==> src/rtl/ex_mem_skid.sv <==
// rtl/ex_mem_skid.sv - EX/MEM pipeline register with a two-entry skid buffer
module ex_mem_skid #(
  parameter int XLEN   = 32,
  parameter int REG_AW = 5
) (
  input  logic              clk,
  input  logic              rst_n,
  input  logic              in_valid,
  output logic              in_ready,
  input  logic              flush,
  input  logic              mem_read_i,
  input  logic              mem_write_i,
  input  logic              mem_to_reg_i,
  input  logic              reg_write_i,
  input  logic              jump_i,
  input  logic              branch_i,
  input  logic              zero_i,
  input  logic              reg_dst_i,
  input  logic [XLEN-1:0]   alu_result_i,
  input  logic [XLEN-1:0]   rt_data_i,
  input  logic [XLEN-1:0]   imm_i,
  input  logic [REG_AW-1:0] rt_i,
  input  logic [REG_AW-1:0] rd_i,
  output logic              out_valid,
  input  logic              out_ready,
  output logic              mem_read_o,
  output logic              mem_write_o,
  output logic              mem_to_reg_o,
  output logic              reg_write_o,
  output logic              jump_o,
  output logic              branch_o,
  output logic              zero_o,
  output logic [XLEN-1:0]   alu_result_o,
  output logic [XLEN-1:0]   rt_data_o,
  output logic [XLEN-1:0]   imm_o,
  output logic [REG_AW-1:0] wb_reg_o
);

  // Entry layout: 7 control bits, three XLEN payloads, resolved write-back register
  localparam int W = 7 + 3 * XLEN + REG_AW;

  // Valid-bit pairs {main, skid}; skid-only is unreachable
  typedef enum logic [1:0] {
    EMPTY = 2'b00,
    ONE   = 2'b10,
    FULL  = 2'b11
  } state_t;

  state_t         state_q;
  logic [W-1:0]   main_q;
  logic [W-1:0]   skid_q;
  logic [W-1:0]   in_entry;
  logic           accept;
  logic           pop;
  logic           m_mem_read;
  logic           m_mem_write;
  logic           m_reg_write;
  logic           m_jump;
  logic           m_branch;

  // Destination register is chosen here so reg_dst never has to be stored
  assign in_entry = {mem_read_i, mem_write_i, mem_to_reg_i, reg_write_i,
                     jump_i, branch_i, zero_i,
                     alu_result_i, rt_data_i, imm_i,
                     (reg_dst_i ? rd_i : rt_i)};

  // Ready comes only from registered state, never from out_ready
  assign in_ready  = (state_q != FULL);
  assign out_valid = (state_q != EMPTY);
  assign accept    = in_valid & in_ready;
  assign pop       = out_valid & out_ready;

  // Occupancy and entry storage; flush drops everything but leaves payload held
  always_ff @(posedge clk or negedge rst_n) begin
    if (!rst_n) begin
      state_q <= EMPTY;
      main_q  <= '0;
      skid_q  <= '0;
    end else if (flush) begin
      state_q <= EMPTY;
    end else begin
      case (state_q)
        EMPTY: begin
          if (accept) begin
            main_q  <= in_entry;
            state_q <= ONE;
          end
        end
        ONE: begin
          if (accept && pop) begin
            main_q <= in_entry;
          end else if (accept) begin
            skid_q  <= in_entry;
            state_q <= FULL;
          end else if (pop) begin
            state_q <= EMPTY;
          end
        end
        FULL: begin
          if (pop) begin
            main_q  <= skid_q;
            state_q <= ONE;
          end
        end
        default: state_q <= EMPTY;
      endcase
    end
  end

  assign {m_mem_read, m_mem_write, mem_to_reg_o, m_reg_write, m_jump, m_branch,
          zero_o, alu_result_o, rt_data_o, imm_o, wb_reg_o} = main_q;

  // Bubbles must not carry side effects, so these are gated by out_valid
  assign mem_read_o  = m_mem_read  & out_valid;
  assign mem_write_o = m_mem_write & out_valid;
  assign reg_write_o = m_reg_write & out_valid;
  assign jump_o      = m_jump      & out_valid;
  assign branch_o    = m_branch    & out_valid;

endmodule

==> config.mk <==
export PLATFORM = sky130hd
export DESIGN_NAME = ex_mem_skid
export DESIGN_NICKNAME = d
export VERILOG_FILES = /design/src/rtl/ex_mem_skid.sv
export SDC_FILE = /design/constraint.sdc
export NUM_CORES = 1
export LEC_CHECK = 0
export CAP_MARGIN = 40
export CORE_ASPECT_RATIO = 1.4
export CORE_MARGIN = 2
export CORE_UTILIZATION = 55
export CTS_CLUSTER_SIZE = 16
export DETAILED_ROUTE_END_ITERATION = 6
export PLACE_DENSITY = 0.86
export RECOVER_POWER = 100
export SYNTH_ARGS = -nofsm -noshare
export SYNTH_HDL_FRONTEND = slang
export SYNTH_SLANG_ARGS = --single-unit
==> constraint.sdc <==
create_clock -name clk -period 5.6 [get_ports clk]
set_input_delay 1.4 -clock clk [delete_from_list [all_inputs] [get_ports clk]]
set_output_delay 1.4 -clock clk [all_outputs]
set_load 0.01 [all_outputs]
==> metrics <==
dominant cells by area after synthesis=dfrtp_1 52%, mux2_2 32%, buf_4 7.9%; worst vdd ir=roughly 280 µV; DIE HEIGHT=between 150 and 200 µm; CTS Sinks=218; CTS resizes=0; ys async rst share=1.000; CP Capture Type=flop; Worst Min Path Start=skid_q[4]; Die Width=between 100 and 150 µm; sequential-to-total area share from yosys stat=0.5210; final wirelength=approximately 21,000 µm; Worst Setup Start Kind=input port; FF-to-FF End=main_q[28]; clk_lat worst skew=between 0.4 and 0.5 ns; yosys warns=0; register bit total from synthesis=approximately 220; IO Pins=229; PD cells=between 500 and 600 nW/µm²; number of max-cap violations=4; Synth cell types=26; drt pass-1 iters=4; fin crit share=0.7967; htree depth=1; Max Fanout on Critical Path=45; failing checks=max-capacitance violations, max-slew violations; post-layout minimum cycle time=between 4 and 5 ns; max-slew violations=around 180; Clock Tree Root=clkbuf_16; HPWL after detailed placement=14,730 µm; Area Growth Syn to Fin=21.91%; Final setup viols=0; min-delay worst type=reg2reg; area leader, netlist=dfrtp_1; Post-CTS Hold Fix Bufs=0; worst setup margin=between 1 and 1.5 ns; Post-synth EDFFs=0; WS Path Type=in2reg; Worst-Margin Slew=between 2 and 3 ns; CTS tree=built; Worst Hold Path Cells=2; Post-Syn Area per Cell=between 10 and 15 µm²; Pleak=5.381 nW; Core ar.=18,600 µm²; final net count=~970; RSZ-0062 raised after global routing=false; Cell Rows=between 50 and 60; Max Clock Skew=approximately 0.009 ns; Synth top area share=0.5210; clock slew seen by the registers of the worst setup and hold paths=around 0.060 ns; Place WS=between 2 and 2.5 ns; Worst R2R Path Depth=7; FF-to-FF setup slack=about 1.5 ns; area of the die=between 20,000 and 25,000 µm²; via-per-instance ratio=5.364; Buffers on Ports=approximately 230; mean routed wirelength per cell=about 19 µm; n_diodes=0; gpl congestion=0.7773; vias in the first global route=slightly below 7,000; largest net degree at the start of global routing=roughly 110; outcome=finished with violations; worst r2r src=state_q[0]; Mapped Area=around 10,000 µm²; DR iter-0 viols=between 200 and 250; Vias=5,917; Rel. slew slack=-0.7478; share of cells above drive strength 1=0.3912; Post-CTS Setup Repair Bufs=0; buffers from clock root to sink, at most=3; Starting Density=0.5629; WP data arrival=4.83 ns; # DRC=0; syn_nets=850; number of CTS-inserted buffers=21; Worst Path Required=a little under 6 ns; global-route wire length before repair=between 30,000 and 40,000 µm; total grt overflow=0; TNS Setup=0 ns; gr usage total=0.2117; initial antenna violation count=0; most frequently used flop master after synthesis=dfrtp_1; fmax=224.2 MHz; final-report hold violation count=0; hold path endpoint=skid_q[4]; post-route antenna net violation count=0; Cells after Synth=roughly 730
==> sequential cells by signal, summed over array words and instances (netlist names) <==
name,count
main_q,108
state_q,2
skid_q,108
==> cell families after synthesis <==
group,after synthesis,share of synthesized area
adders and majority gates,5,0.005974
AOI/OAI and AO/OA,15,0.01016
DFF,218,0.5210
muxes,322,0.3525
buffers and inverters,142,0.09523
and+or+nand+nor,24,0.01517
==> power breakdown <==
| part | internal (mW) | leakage, nW | switching (mW) |
|---|---|---|---|
| Clock | 0.822 | 0.328 | 0.563 |
| Combinational | 1.38 | 2.46 | 0.877 |
| Sequential | 2.37 | 2.59 | 0.421 |
| Total | 4.58 | 5.38 | 1.86 |
==> Yosys cell counts (2+ instances only) <==
cell and number:
o21ai_0 10, mux2_4 20, buf_8 2, buf_4 110
nor2b_1 5, inv_1 4, dfrtp_1 218, mux2_2 294
mux2i_1 8, clkbuf_1 7, nand2b_1 2, buf_2 17
ha_1 5, nand2b_4 2, nand2_1 11
==> worst max-delay path, stage by stage <==
cell,delay (ns)
dlygate4sd3_1,0.60
nor2b_1,0.22
nand4b_1,0.43
dlymetal6s4s_1,1.69
mux2_2,0.46
==> worst max path at each step <==
stage,from,to,slack (ns),cells past startpoint
after detailed placement,in_valid,main_q[40],2.16,6
after floorplan,state_q[0],in_ready,2.86,6
after CTS,state_q[0],in_ready,2.01,3
after global placement,in_valid,skid_q[105],1.59,5
final,in_valid,skid_q[33],1.14,5
after global routing,in_valid,skid_q[77],0.97,5
==> per-stage QoR <==
| stage | cells | cell area, µm² | total power [mW] | util | hold slack (ns) |
|---|---|---|---|---|---|
| after floorplan | 726 | 10470 | 4.579 | - | 0.4502 |
| after global routing | 1103 | 12770 | 6.818 | 0.6862 | 0.5073 |
| final | 1103 | 12770 | 6.439 | 0.6862 | 0.4811 |
| after detailed placement | 1068 | 12230 | 5.348 | 0.6575 | 0.4730 |
| after CTS | 1103 | 12900 | 6.766 | 0.6934 | 0.4864 |
| after global placement | 1065 | 12160 | 5.168 | 0.6534 | 0.4681 |
==> metal layers <==
layer / global-route usage / vias up / part of all wire
met5: 0 / - / 0
met4: 0.08392 / 0 / 0.035
met3: 0.05518 / 52 / 0.062
met2: 0.3881 / 178 / 0.54
met1: 0.2298 / 3011 / 0.36
li1: - / 2676 / -
==> cells in the final DEF, fill, tap and decap left out, drive strengths merged <==
cell	synthesis	final
ha	5	5
nand2	11	11
mux2i	8	8
a21oi	1	1
dlygate4sd3	0	111
nand2b	4	4
clkinv	0	2
nand3	1	1
o211ai	1	1
nand4b	1	1
dlymetal6s4s	0	1
inv	4	5
buf	131	5
a211o	1	1
clkdlybuf4s50	0	116
a2bb2oi	1	1
dfrtp	218	218
clkbuf	7	33
nor2b	6	6
o21ai	11	11
nor2	1	1
mux2	314	314
bufinv	0	2
==> cell type report <==
type | count | area, µm²
Fill cell | 1312 | 5837
Sequential cell | 218 | 5455
Multi-Input combinational cell | 366 | 3934
Timing Repair Buffer | 236 | 2389
Clock buffer | 30 | 589.3
Tap cell | 244 | 305.3
Clock inverter | 5 | 78.83
Inverter | 4 | 15.01
(Power assumes the default switching activity.)
